[src/rtl/mem_stage.sv]
// mem_stage: memory-access pipeline stage between execute and write-back.
//
// Takes the ex_mem_* bundle from the execute stage. Loads and stores go out
// over a request/acknowledge data-memory port. The stage registers the
// mem_wb_* write-back bundle. Upstream is stalled for as long as an access is
// outstanding. A bounded wait counter aborts accesses that are never
// acknowledged.
//
// Parameters:
//   MAX_WAIT    maximum BUSY cycles per access before abort (2..255)
// Ports:
//   clock, reset          single clock; synchronous active-low reset
//   ex_mem_*              instruction bundle from execute (held while mem_stall)
//   mem_req/rw/addr/wdata registered request to data memory
//   mem_ack, mem_rdata    completion strobe and load data from data memory
//   mem_stall             high while an access is outstanding (state == BUSY)
//   mem_error             one-cycle pulse when an access is aborted on timeout
//   mem_wb_*              registered write-back bundle
//
// Memory handshake: mem_req rises on the edge that accepts a load or store.
// While mem_req is high, mem_rw, mem_addr and mem_wdata are held stable.
// The access completes on the first rising edge at which mem_ack is sampled
// high; mem_rdata must be valid in that same cycle. mem_req drops on that
// edge. mem_ack is ignored whenever no request is outstanding.
module mem_stage #(
    parameter int unsigned MAX_WAIT = 16
) (
    input  logic        clock,
    input  logic        reset,
    input  logic        ex_mem_readmem,
    input  logic        ex_mem_writemem,
    input  logic [31:0] ex_mem_regb,
    input  logic        ex_mem_selwsource,
    input  logic [4:0]  ex_mem_regdest,
    input  logic        ex_mem_writereg,
    input  logic [31:0] ex_mem_wbvalue,
    input  logic        mem_ack,
    input  logic [31:0] mem_rdata,
    output logic        mem_req,
    output logic        mem_rw,
    output logic [31:0] mem_addr,
    output logic [31:0] mem_wdata,
    output logic        mem_stall,
    output logic        mem_error,
    output logic [4:0]  mem_wb_regdest,
    output logic        mem_wb_writereg,
    output logic [31:0] mem_wb_wbvalue
);

    typedef enum logic {IDLE = 1'b0, BUSY = 1'b1} state_t;

    localparam logic [7:0] LAST_WAIT = 8'(MAX_WAIT - 1);

    state_t      state, state_next;
    logic [7:0]  wait_cnt, wait_cnt_d;

    // Fields of the in-flight instruction, captured when the access starts.
    logic [4:0]  lat_regdest, lat_regdest_d;
    logic        lat_writereg, lat_writereg_d;
    logic        lat_selw, lat_selw_d;
    logic [31:0] lat_alu, lat_alu_d;

    logic        mem_req_d, mem_rw_d, mem_error_d;
    logic [31:0] mem_addr_d, mem_wdata_d;
    logic [4:0]  mem_wb_regdest_d;
    logic        mem_wb_writereg_d;
    logic [31:0] mem_wb_wbvalue_d;

    logic mem_op;
    logic timeout;

    assign mem_op  = ex_mem_readmem | ex_mem_writemem;
    // Ack wins over timeout: timeout only fires when no ack is present.
    assign timeout = (state == BUSY) && !mem_ack && (wait_cnt == LAST_WAIT);

    // Stall comes straight from the state register, never from inputs.
    assign mem_stall = (state == BUSY);

    // State register plus all registered datapath.
    always_ff @(posedge clock) begin
        if (!reset) begin
            state           <= IDLE;
            wait_cnt        <= '0;
            lat_regdest     <= '0;
            lat_writereg    <= 1'b0;
            lat_selw        <= 1'b0;
            lat_alu         <= '0;
            mem_req         <= 1'b0;
            mem_rw          <= 1'b0;
            mem_addr        <= '0;
            mem_wdata       <= '0;
            mem_error       <= 1'b0;
            mem_wb_regdest  <= '0;
            mem_wb_writereg <= 1'b0;
            mem_wb_wbvalue  <= '0;
        end else begin
            state           <= state_next;
            wait_cnt        <= wait_cnt_d;
            lat_regdest     <= lat_regdest_d;
            lat_writereg    <= lat_writereg_d;
            lat_selw        <= lat_selw_d;
            lat_alu         <= lat_alu_d;
            mem_req         <= mem_req_d;
            mem_rw          <= mem_rw_d;
            mem_addr        <= mem_addr_d;
            mem_wdata       <= mem_wdata_d;
            mem_error       <= mem_error_d;
            mem_wb_regdest  <= mem_wb_regdest_d;
            mem_wb_writereg <= mem_wb_writereg_d;
            mem_wb_wbvalue  <= mem_wb_wbvalue_d;
        end
    end

    // Next-state logic.
    always_comb begin
        state_next = state;
        unique case (state)
            IDLE:    if (mem_op) state_next = BUSY;
            BUSY:    if (mem_ack || timeout) state_next = IDLE;
            default: state_next = IDLE;
        endcase
    end

    // Next values of the registered outputs and holding registers.
    always_comb begin
        wait_cnt_d        = wait_cnt;
        lat_regdest_d     = lat_regdest;
        lat_writereg_d    = lat_writereg;
        lat_selw_d        = lat_selw;
        lat_alu_d         = lat_alu;
        mem_req_d         = mem_req;
        mem_rw_d          = mem_rw;
        mem_addr_d        = mem_addr;
        mem_wdata_d       = mem_wdata;
        mem_error_d       = 1'b0;
        mem_wb_regdest_d  = mem_wb_regdest;
        mem_wb_writereg_d = mem_wb_writereg;
        mem_wb_wbvalue_d  = mem_wb_wbvalue;

        unique case (state)
            IDLE: begin
                if (!mem_op) begin
                    // Plain ALU instruction: one-cycle pass-through.
                    mem_wb_regdest_d  = ex_mem_regdest;
                    mem_wb_writereg_d = ex_mem_writereg;
                    mem_wb_wbvalue_d  = ex_mem_wbvalue;
                end else begin
                    lat_regdest_d     = ex_mem_regdest;
                    lat_writereg_d    = ex_mem_writereg;
                    lat_selw_d        = ex_mem_selwsource;
                    lat_alu_d         = ex_mem_wbvalue;
                    mem_addr_d        = ex_mem_wbvalue;
                    mem_wdata_d       = ex_mem_regb;
                    // A load flag takes precedence over a simultaneous store flag.
                    mem_rw_d          = ex_mem_writemem & ~ex_mem_readmem;
                    mem_req_d         = 1'b1;
                    wait_cnt_d        = '0;
                    mem_wb_writereg_d = 1'b0;
                end
            end
            BUSY: begin
                mem_wb_writereg_d = 1'b0;
                if (mem_ack) begin
                    mem_req_d = 1'b0;
                    if (!mem_rw) begin
                        mem_wb_regdest_d  = lat_regdest;
                        mem_wb_writereg_d = lat_writereg;
                        mem_wb_wbvalue_d  = lat_selw ? mem_rdata : lat_alu;
                    end
                end else if (timeout) begin
                    mem_req_d   = 1'b0;
                    mem_error_d = 1'b1;
                end else begin
                    wait_cnt_d = wait_cnt + 8'd1;
                end
            end
            default: begin
                mem_req_d = 1'b0;
            end
        endcase
    end

endmodule

[config.mk]
export PLATFORM = sky130hd
export DESIGN_NAME = mem_stage
export DESIGN_NICKNAME = d
export VERILOG_FILES = /design/src/rtl/mem_stage.sv
export SDC_FILE = /design/constraint.sdc
export NUM_CORES = 1
export LEC_CHECK = 0
export BUFFER_PORTS_ARGS = -buffer_cell sky130_fd_sc_hd__clkbuf_2
export CORE_MARGIN = 2
export CORE_UTILIZATION = 48
export DETAILED_ROUTE_END_ITERATION = 8
export PLACE_DENSITY = 0.84
export SYNTH_ARGS = -nofsm -noshare
export SYNTH_HDL_FRONTEND = slang
export SYNTH_SLANG_ARGS = --single-unit
[constraint.sdc]
create_clock -name clock -period 1.9 [get_ports clock]
set_clock_uncertainty 0.05 [all_clocks]
set_input_delay 0.095 -clock clock [delete_from_list [all_inputs] [get_ports clock]]
set_output_delay 0.095 -clock clock [all_outputs]
set_load 0.02 [all_outputs]
# Word level (Yosys, flattened, before mapping)
# Cells that the tools add are included.
# word_totals
regBits	121
in_bits	108
# classes
n_addsub	1
n_eq_ne	8
n_mux	25
bitwise	5
reduce_logical	9
# op_table
cell	n
2-to-1 mux 32 bit	4
one-hot mux 32 bit (2 select lines)	1
2-to-1 mux 8 bit	3
one-hot mux 8 bit (2 select lines)	1
2-to-1 mux 5 bit	3
inequality test 2 bit, second input constant	6
one-hot mux 5 bit (2 select lines)	1
2-to-1 mux 1 bit	9
adder 8 x 1 -> 8 bit, second input constant	1
== test 8 x 4 -> 1 bit, second input constant	1
one-hot mux 1 bit (2 select lines)	3
AND reduction 3 bit	2
AND reduction 2 bit	2
inequality test 3 x 2 -> 1 bit, second input constant	1
inverter 1 bit	3
OR reduction 3 bit	1
logical AND 1 bit	2
AND 1 bit	1
zero test 1 bit	1
logical OR 1 bit	1
OR 1 bit	1

# Longest topological paths before layout
# Gate-level depths: netlist of the first run.
# depth
word_depth	6
ltp_mapped	6
ltp_nobuf	4

# Least setup slack after synthesis of the first run
# OpenSTA, ideal clock, no wires.
# synth_timing
path_kind	register -> register
start	reg state, in the netlist mem_stall
end	reg mem_wb_wbvalue[0]
t_arrival_ns	1.334
required_time_ns	1.733
slack_ns	0.399
path_stages_with_launch	7
n_path_buf	3
path_cell_list	dfxtp_1 > buf_6 > and3b_1 > buf_6 > o21a_4 > buf_6 > a22o_1
# synth_via
elab_chain_cells	3
word_cells_on_any_way	6
# synth_rtl
item	line	rtl
from (decl)	54	state_t state, state_next;
from (signal assigned)	97	state <= state_next;
inverter 1 bit (no line)	n/a	
inequality test 2 bit (no line)	n/a	
AND reduction 3 bit (no line)	n/a	
to (signal assigned)	110	mem_wb_wbvalue <= mem_wb_wbvalue_d;
to (decl)	47	output logic [31:0] mem_wb_wbvalue
# Several ways; a longest one is shown, not always the timed one.
# A chain may end at the register's enable or synchronous reset.

# Worst setup path in the final report of the first run
# layout_timing
start	in reset
end	reg mem_wb_writereg
# layout_rtl
item	line	rtl
from (decl)	29	input logic reset,
to (signal assigned)	109	mem_wb_writereg <= mem_wb_writereg_d;
to (decl)	46	output logic mem_wb_writereg,
# No word-level cell between the ends.

==> results, run 1 <==
- In this run the worst hold path is classified as input port to flip-flop.
- The worst setup path is captured at a flip-flop.
- The number of buffers and inverters on the critical path is 5.
- For the pin with the worst max-slew slack, the measured transition is 0.6691 ns.
- Synthesis inferred 121 register bits.
- The unique cell type count in the Yosys netlist is 38.
- For this design the static power due to leakage is 3.517 nW.
- The cell family contributing the most delay on the critical path is buffers and inverters.
- For this block, the initial DRC count from the detailed router was 427.
- The width of the die is around 110 um.
- The required time reported for the critical path endpoint is 2.23 ns.
- In this run the register-to-register setup slack is 0.13 ns.
- The net load switching power is 0.002136 W.
- The worst hold path depth is 4.
- The worst setup path is of the input port to flip-flop kind.
- Combinational logic is responsible for 19.7% of the overall power.
- The maximum vdd drop is 693.8 uV.
- The count of boundary I/O pins is roughly 210.
- The endpoint identified for the worst register-to-register timing path is mem_rw.
- The via total after detailed routing is 5,687.
- The initial antenna violation count was 1.
- The die covers 11,300 um2.
- Clock-pin slew was measured on the worst setup and hold paths at 0.06 ns.
- The kind of launch point of the worst setup path is an input port.
- The launch instance of the worst min-delay path is mem_rdata[13].
- The total DRC errors in the routed layout is 0.
- The multi-input combinational cell area is 2323 um2.
- Dividing total power by cell area gives a power density of 936.5 nW/um2.
- Internal power comes to 0.005156 W.
- The worst hold slack is between 0.01 and 0.015 ns.
- The top cell types in the final layout, fill and taps aside, are sky130_fd_sc_hd__clkbuf_2 (213), sky130_fd_sc_hd__nand2_1 (146), sky130_fd_sc_hd__dfxtp_1 (119), sky130_fd_sc_hd__a21oi_1 (108), sky130_fd_sc_hd__dlygate4sd3_1 (103).
- Counting along the longest clock path gives a buffer depth of 2.
- The total number of yosys warnings is 0.
- The H-tree generated during clock tree synthesis spans 4 levels.
- The slowest cell on the critical path is sky130_fd_sc_hd__dlygate4sd3_1.
- The signed area change from the synthesized netlist to the final layout is 54.96%.
- The worst path uses a little over nine tenths of the clock period.
- For this run, the detailed router's first-pass iteration total came to 6.
- The pin count of the biggest net entering global routing is 40.
- Setup repair after global routing left no endpoint under its margin.
- Detailed placement finished with a half-perimeter wire length of 10,580 um.
- The clock insertion delay at the later pin of the skew report is 0.50 ns.
- Counting stages on the worst path, the most repeated cell is sky130_fd_sc_hd__dlygate4sd3_1.
- The sequential share of power is 39.5%.
- The minimum clock period is around 1.8 ns.
- The via count of the first global-routing pass came to 5,684.
- The number of sinks driven by the clock tree is 121.
- The longest individual stage delay on the worst path is 0.56 ns.
- The chip height is 106.3 um.
- The total power of the final layout is 0.007292 W.
- The filler cell count is 659.
- The number of buffer cells added on primary ports is 213.
- Once detail routing completed, the nets flagged for antenna violations numbered 0.
- The share of cells above drive strength 1 is 30.50%.
- The largest fanout on the critical path is 33.
- For the worst setup path, the data arrival time is 2.15 ns.
- The initial utilization of the core area, before any placement, comes to between 40% and 50%.
- The placeable core area is 10,230 um2.
- The netlist area before placement is roughly 5000 um2.
- The final number of max-transition violations came to 0.
- The number of vias per cell is roughly 5.5.
- The hold-critical path endpoint is mem_wb_wbvalue[13].
- The sum of routed wire length over all layers is 17,400 um.
- Dividing the detail-routed wire length by the instance count gives about 17 um.
- After global routing the overflow that remains totals 0.
- The global-route wire length before repair is 27,580 um.
- Headroom to the max-slew limit came out at 55.28%.
- Setup violations remaining at the end of the flow were counted as 0.
- The fmax is 549.0 MHz.
- The most common cell after layout, fill and taps aside is sky130_fd_sc_hd__clkbuf_2.
- The accumulated negative setup slack is 0 ns.
- The initialized floorplan defines 37 standard-cell rows.
- The final count of hold timing violations came to 0.
- The total area of sequential cells is 2425 um2.
- The congestion estimate from routability-driven global placement came to 0.8158.
- Once the clock tree was built, the setup fixing pass inserted 0 buffers.
- The synthesized net count is 693.
- The number of maximum-capacitance violations is 0.
- The placed instances occupy a cell area of 6191 um2.
- Dividing the synthesized area by the synthesized cell count gives 8.604 um2.
- The tree is rooted in a sky130_fd_sc_hd__clkbuf_8.
- The TritonCTS clock tree is yes.
- The number of nets at the end of the flow is around 1,000.
- With fillers left out, the area of the finished cells amounts to 7786 um2.
- Of the synthesized area, sequential elements account for 48.21%.
- Cells fill 76.10% of the core in the end.
- The count of mapped cells out of synthesis is 584.
- The worst register-to-register path begins at mem_stall.
- The source of the critical timing path is reset.
- The flow ran to the end, and the final reports show no timing, DRC or antenna violations.
- The fraction of power consumed by the clock network is 40.8%.
- Of the total power, the share spent switching nets is 29.29%.
- The signal on the critical path passes through dlygate4sd3_1 -> clkbuf_2 -> inv_2 -> buf_4 -> a21oi_1 -> dlygate4sd3_1.
- The overall fraction of global-route tracks in use is 30.68%.
- TritonCTS created 17 clock buffers.
- The number of cells on the worst reg-to-reg path is 5.
-- state kept, by name, indices dropped and copies added (netlist names) --
signal and flops:
lat_alu 32, lat_regdest 5, lat_selw 1, lat_writereg 1
mem_error 1, mem_req 1, mem_rw 1, mem_stall 1
mem_wb_regdest 5, mem_wb_wbvalue 32, mem_wb_writereg 1, mem_wdata 32
wait_cnt 8
-- kinds of logic after synthesis --
| family | after synthesis | share of synthesized area (%) |
|---|---|---|
| and+or+nand+nor | 210 | 17.75 |
| AOI/OAI and AO/OA | 160 | 19.92 |
| DFF | 121 | 48.21 |
| buffers and inverters | 51 | 5.702 |
| muxes | 41 | 8.167 |
| adders and majority gates | 1 | 0.2490 |
-- final cells by class --
type                       instances  share of cell area, %
timing repair buffer             336                  29.39
sequential                       121                  31.14
clock inverter                    12                  1.494
inverter                           5                 0.2410
antenna                            1                0.03214
multi-input combinational        412                  29.84
clock buffer                      19                  5.673
tap                              136                  2.185
-- tightest hold or removal path, delay by kind of cell --
family          cells  cell delay, ns
mux                 1            0.07
compound gates      2            0.28
buf+inv             1            0.08
-- metal layers --
| layer | up-vias | global-route usage [%] | part of all wire [%] |
|---|---|---|---|
| met5 | - | 0 | 0 |
| met4 | 0 | 14.38 | 3.4 |
| met3 | 62 | 8.890 | 8.4 |
| met2 | 349 | 53.30 | 50 |
| met1 | 2634 | 34.51 | 38 |
| li1 | 2642 | - | - |
-- timing repair --
item / CTS / global route
gates resized for setup: 0 / 1
endpoints found under the setup margin: 0 / 1
hold buffers: 103 / 0
endpoints found under the hold margin: 116 / 0
-- Yosys cell counts, drive strengths merged --
cell type / instances / area [um2]
nand2: 146 / 548.0
dfxtp: 121 / 2422
a21oi: 108 / 540.5
mux2i: 41 / 410.4
nor2: 33 / 123.9
a22o: 32 / 280.3
buf: 30 / 207.7
clkbuf: 16 / 60.06
nor3: 10 / 72.57
nand3: 7 / 35.03
a211oi: 6 / 45.04
inv: 5 / 18.76
a2111oi: 4 / 47.55
nand2b: 3 / 26.27
o21a: 3 / 30.02
nand4b: 2 / 17.52
o21ai: 2 / 10.01
or3: 2 / 12.51
or4: 2 / 15.01
a41o: 1 / 10.01
a41oi: 1 / 8.760
and3b: 1 / 8.760
ha: 1 / 12.51
nand4: 1 / 6.260
nor3b: 1 / 7.510
nor4: 1 / 12.51
o21ba: 1 / 10.01
o21bai: 1 / 11.26
o31ai: 1 / 7.510
or2: 1 / 6.260
-- power groups by stage --
| stage | clock (W) | sequential [W] | combinational, W |
|---|---|---|---|
| detailed placement | 0 | 0.00292 | 0.00122 |
| floorplan | 0 | 0.00309 | 0.000582 |
| CTS | 0.00300 | 0.00287 | 0.00139 |
| global placement | 0 | 0.00291 | 0.00119 |
| global route | 0.00315 | 0.00289 | 0.00154 |
| finish | 0.00298 | 0.00288 | 0.00144 |
-- stage by stage --
step                worst slack [ns]  std cells
floorplan                     0.3994        584
global placement              0.4066        907
detailed placement            0.3675        907
CTS                          0.04756       1041
global route                0.001912       1042
finish                       0.07849       1042
-- how the worst max path moves through the flow --
stage / end / slack, ns / cells after the start
5_1_grt: mem_wb_writereg / 0.002 / 6
3_3_place_gp: lat_alu[12] / 0.41 / 4
2_1_floorplan: mem_wb_wbvalue[0] / 0.40 / 6
3_5_place_dp: wait_cnt[1] / 0.37 / 5
4_1_cts: mem_rw / 0.05 / 5
6_report: mem_wb_writereg / 0.08 / 6
(Power assumes the default switching activity.)
==> inputs of run 2 (changes only) <==
--- a/config.mk
+++ b/config.mk
@@ -5,11 +5,12 @@
 export SDC_FILE = /design/constraint.sdc
 export NUM_CORES = 1
 export LEC_CHECK = 0
-export BUFFER_PORTS_ARGS = -buffer_cell sky130_fd_sc_hd__clkbuf_2
+export BUFFER_PORTS_ARGS = -buffer_cell sky130_fd_sc_hd__buf_2
 export CORE_MARGIN = 2
 export CORE_UTILIZATION = 48
 export DETAILED_ROUTE_END_ITERATION = 8
 export PLACE_DENSITY = 0.84
+export SETUP_SLACK_MARGIN = 0.1
 export SYNTH_ARGS = -nofsm -noshare
 export SYNTH_HDL_FRONTEND = slang
 export SYNTH_SLANG_ARGS = --single-unit
==> constraint.sdc (replaced) <==
create_clock -name clock -period 2 [get_ports clock]
set_clock_uncertainty 0.05 [all_clocks]
set_input_delay 0.1 -clock clock [delete_from_list [all_inputs] [get_ports clock]]
set_output_delay 0.1 -clock clock [all_outputs]
set_load 0.02 [all_outputs]
==> run 2 against run 1 <==
Net effect:
- register-to-register slack better by 0.14 ns
- die area stayed put
- critical path depth is 3 lower
- first-iteration DRC count increased by 10%
- hold slack better by 0.020 ns
- global-route usage is 0.27 points lower
- setup slack gained 0.20 ns
- sequential power decreased by 6%
- sequential cell count unchanged
- largest power group unchanged
- combinational power decreased by 6%
- non-clock buffer count fell by 5
==> results, run 2 (synthesized netlist as in run 1, its figures left out) <==
- The flow ran to the end, and the final reports show no timing, DRC or antenna violations.
- Of the cells placed in the final design, the portion with a size suffix greater than 1 is 30.19%.
- The net load switching power is around 0.002 W.
- The final count of hold timing violations is 0.
- The pin count of the biggest net entering global routing is 54.
- The floorplan step defined a die boundary enclosing around 11,000 um2.
- The number of placement rows is 37.
- During I/O placement, the number of pins put on the boundary was ~210.
- For the worst-skew pair, the clock arrives at the later sink with an insertion delay of 0.49 ns.
- The initial antenna violation count is 0.
- The filler cell count is 616.
- By startpoint and endpoint, the worst setup path is classified as flip-flop to flip-flop.
- The leakage power total is 3.582 nW.
- Across all layers, the routed design uses 5,631 vias.
- The total power of the final layout is 0.007536 W.
- Net switching is a little over a quarter of the power.
- CTS saw 121 sinks.
- The number of maximum-capacitance violations is 0.
- Counting tap cells, the placed design contains a total of 902 instances.
- Post-CTS timing repair inserted 0 buffers for setup.
- Summed over all failing endpoints, the final setup total negative slack is 0 ns.
- The tree is rooted in a sky130_fd_sc_hd__clkbuf_8.
- The cell-internal power is ~0.0055 W.
- The clock passes through at most 2 buffers.
- The mean routed wirelength per cell is 16.66 um.
- Setup repair after global routing left no endpoint under its margin.
- Of the total power, registers draw ~36%.
- In the routed layout, each cell is associated on average with a via count of 5.430.
- The data arrival time of the critical path is between 2 and 2.5 ns.
- The ratio of final minimum period to clock period is 86.30%.
- The number of iterations in the first detailed-routing pass is 5.
- STA classifies the critical path endpoint as a flip-flop.
- Measured along the x axis, the die boundary spans 106.3 um.
- The sum of routed wire length over all layers is 17,270 um.
- After clock tree synthesis, the clock-pin slew on the worst setup and hold paths is 0.06 ns.
- The TritonCTS clock tree is yes.
- The starting density of the core is between 40% and 50%.
- The maximum vdd drop is approximately 650 uV.
- The number of setup violations in the final report is 0.
- The chip height is 106.3 um.
- The TritonCTS buffer count is 17.
- The largest registers in the layout are lat_alu: 32 flops, mem_wb_wbvalue: 32 flops, mem_wdata: 32 flops.
- The final number of max-transition violations is 0.
- The violation count after the first detailed-routing iteration is 470.
- The net count of the finished layout is 997.
- The type of the tightest min-delay check is input port to flip-flop.
- Summed over all layers, the global routing overflow is 0.
- At the pin with the least slew margin, the transition time is 0.5640 ns.
- The number of nets with antenna violations after routing is 0.
- The via count of the first global-routing pass is 5,804.
- The clock network accounts for 45.9% of the total power.
- The portion of total power attributed to combinational logic is 17.9%.
- The minimum clock period is roughly 1.7 ns.
- The number of antenna diodes in the final layout is 0.
- The signed area change from the synthesized netlist to the final layout is 56.30%.
- The number of buffer cells added on primary ports is 213.
- In this run the worst path has a maximum fanout of 32.
- Hold is met by 0.03169 ns.
- The kind of launch point of the worst setup path is a flip-flop.
- The core region is slightly above 10,000 um2.
- The H-tree was split into 4 levels.
- In the routed design, unresolved DRC markers number 0.
- The top cell types in the final layout, fill and taps aside, are sky130_fd_sc_hd__buf_2 (213), sky130_fd_sc_hd__nand2_1 (146), sky130_fd_sc_hd__dfxtp_1 (119), sky130_fd_sc_hd__a21oi_1 (108), sky130_fd_sc_hd__dlygate4sd3_1 (103).
- The final cell utilization of the core is between 70% and 80%.
- The first global-routing pass estimated 27,500 um of wire.
- The post-detailed-placement half-perimeter wirelength is 10,180 um.
- The fmax is 579.4 MHz.
- For this run, the number of standard cells in the final layout without fillers is between 1,000 and 1,500.
- The library cell used most frequently in the layout, excluding fill and tap cells, is sky130_fd_sc_hd__buf_2.
- The global placer's final weighted congestion is 0.8651.
- The overall fraction of global-route tracks in use is 30.40%.
- The power density over cell area is 959.6 nW/um2.
- Measured against its own limit, the worst slew margin works out to 62.40%.
- STA puts the critical path data required time at around 2.4 ns.
- The number of gates resized after CTS was 0.
-- run 2: cell types whose count changed in the layout (fill, tap and decap cells not counted), sizes merged --
cell	previous run	this run
clkbuf	232	19
clkinvlp	2	1
diode	1	0
clkinv	6	4
buf	20	228
inv	8	7
bufinv	1	6
-- run 2: worst paths after layout --
kind                  start                 end  slack (ns)  cells past startpoint
max               mem_stall  mem_wb_wbvalue[16]        0.27                      3
min           mem_rdata[24]  mem_wb_wbvalue[24]        0.03                      4
max reg2reg       mem_stall  mem_wb_wbvalue[16]        0.27                      3
min reg2reg  lat_regdest[2]      lat_regdest[2]        0.40                      2
-- run 2: power by group through the flow --
stage / clock network (W) / logic (W) / registers [W]
finish: 0.00346 / 0.00135 / 0.00272
global route: 0.00364 / 0.00145 / 0.00274
CTS: 0.00351 / 0.00130 / 0.00271
detailed placement: 0 / 0.00115 / 0.00276
global placement: 0 / 0.00112 / 0.00275
floorplan: 0 / 0.000553 / 0.00294
-- run 2: area by class of cell --
type / instances / area [um2] / share of cell area (%)
inverter: 5 / 18.77 / 0.2390
timing repair buffer: 331 / 2235 / 28.45
clock buffer: 19 / 441.7 / 5.624
multi-input combinational: 412 / 2323 / 29.58
clock inverter: 13 / 240.2 / 3.059
tap: 136 / 170.2 / 2.167
sequential: 121 / 2425 / 30.87
-- run 2: metrics by stage --
stage | setup WS [ns] | area (um2)
after floorplan | 0.4994 | 5025
after global placement | 0.4117 | 6141
after detailed placement | 0.3360 | 6141
after CTS | 0.3101 | 7854
after global routing | 0.1987 | 7854
final | 0.2740 | 7854
-- run 2: worst max-delay path: stages (launching register included) --
cell and delay, ns:
sky130_fd_sc_hd__dfxtp_2 0.50, sky130_fd_sc_hd__and3b_1 0.45, sky130_fd_sc_hd__o21a_4 0.43, sky130_fd_sc_hd__a22o_1 0.21
-- run 2: repair_timing --
item	4_1_cts	5_1_grt
hold buffers	103	0
endpoints found under the setup margin	0	0
hold endpoints to repair	120	0
-- run 2: metal layers --
layer | vias to the layer above | global-route usage (%) | routed length [um]
met3 | 68 | 8.952 | 1756
li1 | 2625 | - | -
met2 | 379 | 53.48 | 8507
met4 | 0 | 16.26 | 692
met1 | 2559 | 32.73 | 6316
met5 | - | 0 | 0
==> inputs of run 3 (changes only) <==
--- a/config.mk
+++ b/config.mk
@@ -7,9 +7,9 @@
 export LEC_CHECK = 0
 export BUFFER_PORTS_ARGS = -buffer_cell sky130_fd_sc_hd__buf_2
 export CORE_MARGIN = 2
-export CORE_UTILIZATION = 48
+export CORE_UTILIZATION = 50
 export DETAILED_ROUTE_END_ITERATION = 8
-export PLACE_DENSITY = 0.84
+export PLACE_DENSITY = 0.87
 export SETUP_SLACK_MARGIN = 0.1
 export SYNTH_ARGS = -nofsm -noshare
 export SYNTH_HDL_FRONTEND = slang
==> constraint.sdc (replaced) <==
create_clock -name clock -period 2.1 [get_ports clock]
set_clock_uncertainty 0.05 [all_clocks]
set_input_delay 0.105 -clock clock [delete_from_list [all_inputs] [get_ports clock]]
set_output_delay 0.105 -clock clock [all_outputs]
set_load 0.02 [all_outputs]
==> run 3 against run 2 <==
Net effect:
- sequential share of layout area up 0.36 points
- register-to-register slack worse by 0.08 ns
- non-clock buffer count down 2
- clock power down 19%
==> results, run 3 (synthesized netlist as in run 1, its figures left out) <==
- The flow ran to the end, and the final reports show no timing, DRC or antenna violations.
- Setup repair after global routing could not meet its margin everywhere.
- The slowest cell on the critical path is sky130_fd_sc_hd__buf_4.
- The signed area change from the synthesized netlist to the final layout is 54.51%.
- The library cells used most frequently in the layout, excluding fill and tap cells, are sky130_fd_sc_hd__buf_2 (213), sky130_fd_sc_hd__nand2_1 (146), sky130_fd_sc_hd__dfxtp_1 (119), sky130_fd_sc_hd__a21oi_1 (108), sky130_fd_sc_hd__dlygate4sd3_1 (105).
- The worst hold slack is 0.03554 ns.
- The final number of max-transition violations is 0.
- The final standard cell count with taps included and fillers excluded is 1,033.
- The data arrival time of the critical path is 2.37 ns.
- The fmax is 492.5 MHz.
- TritonCTS built the clock tree.
- The number of sinks driven by the clock tree is 121.
- Once placement completed, the tool counted placed cells totaling between 800 and 900.
- The post-detailed-placement half-perimeter wirelength is between 10,000 and 15,000 um.
- The accumulated negative setup slack is 0 ns.
- Dividing total power by cell area gives a power density of 866.4 nW/um2.
- The starting density of the core is 51.41%.
- The largest fanout on the critical path is 81.
- Across all layers, the routed design uses 5,945 vias.
- The root cell of the clock tree is sky130_fd_sc_hd__clkbuf_8.
- The clock insertion delay at the later pin of the skew report is 0.52 ns.
- The total area of sequential cells is roughly 2400 um2.
- Summed over all layers, the global routing overflow is 0.
- STA puts the critical path data required time at roughly 2.4 ns.
- For this design the top-level I/O count stands at ~210.
- The global placer's final weighted congestion is 0.8688.
- Entering global routing, the biggest net connects 82 pins.
- The analysis attributes to cell leakage a power of 3.530 nW.
- The largest registers in the layout are lat_alu: 32 flops, mem_wb_wbvalue: 32 flops, mem_wdata: 32 flops.
- From left edge to right edge, the die measures 104.2 um.
- The via count of the first global-routing pass is 5,921.
- The total die area is ~11,000 um2.
- Clock-pin slew was measured on the worst setup and hold paths at 0.06 ns.
- The critical path goes through dlygate4sd3_1 -> buf_2 -> inv_2 -> buf_4 -> a211oi_1 -> dlygate4sd3_1.
- The total DRC errors in the routed layout is 0.
- The first detailed-routing pass took 6 iterations.
- The worst hold path depth is 4.
- The mean routed wirelength per cell is 18.77 um.
- The number of setup violations in the final report is 0.
- The worst path uses 96.69% of the clock period.
- The minimum clock period is 2.030 ns.
- The final count of hold timing violations is 0.
- The number of buffer cells added on primary ports is about 210.
- The worst-case IR drop observed on VDD is 490.7 uV.
- The clock tree synthesis step divided the H-tree into 4 levels.
- The worst setup path is captured at a flip-flop.
- The tightest min-delay check is of the input port to flip-flop type.
- The region available for standard cell placement spans 9774 um2.
- The number of nets with antenna violations after routing is 0.
- At the pin with the least slew margin, the transition time is 1.051 ns.
- The longest individual stage delay on the worst path is 0.71 ns.
- The count of antenna diodes in the layout is 0.
- From bottom edge to top edge, the die measures 104.2 um.
- The multi-input combinational cell area is 2351 um2.
- The filler cells instantiated in the layout total 541.
- The global-route wire length before repair is 29,910 um.
- The kind of launch point of the worst setup path is an input port.
- After the first detailed-routing iteration, the DRC count stood at 487.
- The total power of the final layout is between 0.006 and 0.007 W.
- The number of vias per cell is 5.755.
- The initial antenna violation count is 0.
- The share of cells above drive strength 1 is 29.56%.
- The critical path is of the input port to flip-flop type.
- The most frequent cell on the critical path is sky130_fd_sc_hd__dlygate4sd3_1.
- The setup check on the worst reg-to-reg path leaves a slack of around 0.19 ns.
- The maximum buffer depth of the clock tree is 2.
- Post-CTS timing repair inserted 0 buffers for setup.
- In this run, CTS created clock tree buffers numbering 17.
- The sum of routed wire length over all layers is 19,390 um.
- The number of nets at the end of the flow is 997.
- Leaving out fill and tap cells, the most frequent cell in the layout is sky130_fd_sc_hd__buf_2.
- The number of cells on the worst reg-to-reg path is 5.
- The worst relative slew slack is 29.91%.
- Across the run, the number of max-cap violations was 0.
- The overall fraction of global-route tracks in use is 34.48%.
- The number of placement rows is 36.
[run 3: cell types whose count changed in the layout (fill, tap and decap cells not counted), sizes merged]
cell	change
dlygate4sd3	+2
inv	-2
o21bai	+1
nor3	+1
buf	-4
bufinv	-4
clkbuf	+4
clkinvlp	+1
[run 3: timing repair]
item | CTS | global route
gates resized for setup | 0 | 2
hold buffers | 105 | 0
endpoints found under the hold margin | 115 | 0
setup endpoints to repair | 0 | 34
[run 3: power by group]
group / internal (W) / switching, W / total (W)
Clock: 0.00177 / 0.00103 / 0.00279
Sequential: 0.00247 / 0.000122 / 0.00259
Combinational: 0.000551 / 0.000790 / 0.00134
Total: 0.00479 / 0.00194 / 0.00673
[run 3: through the flow]
stage               area (um2)  util, %  setup slack, ns
floorplan                 5025        -           0.5994
global placement          6120    62.61           0.2746
detailed placement        6120    62.61           0.1851
CTS                       7732    79.11           0.1315
global route              7764    79.43          0.03592
finish                    7764    79.43          0.06958
[run 3: worst max-delay path, delay by kind of cell]
| family | cells | cell delay, ns |
|---|---|---|
| buf+inv | 5 | 2.14 |
| compound gates | 1 | 0.12 |
[run 3: layer usage]
| metal | global-route usage (%) | share of wire [%] |
|---|---|---|
| met5 | 0 | 0 |
| met4 | 21.81 | 5.1 |
| met3 | 10.65 | 10 |
| met2 | 57.94 | 48 |
| met1 | 37.83 | 36 |
[run 3: final timing paths]
kind                  from            endpoint
max reg2reg      mem_stall              mem_rw
min          mem_rdata[24]  mem_wb_wbvalue[24]
min reg2reg   mem_wdata[2]        mem_wdata[2]
max                  reset              mem_rw
[run 3: final cells by class]
cell class                 count  share of cell area [%]
inverter                       5                  0.2417
timing repair buffer         329                   28.86
tap                          133                   2.143
clock inverter                 8                   1.225
clock buffer                  23                   6.011
sequential                   121                   31.23
multi-input combinational    414                   30.28
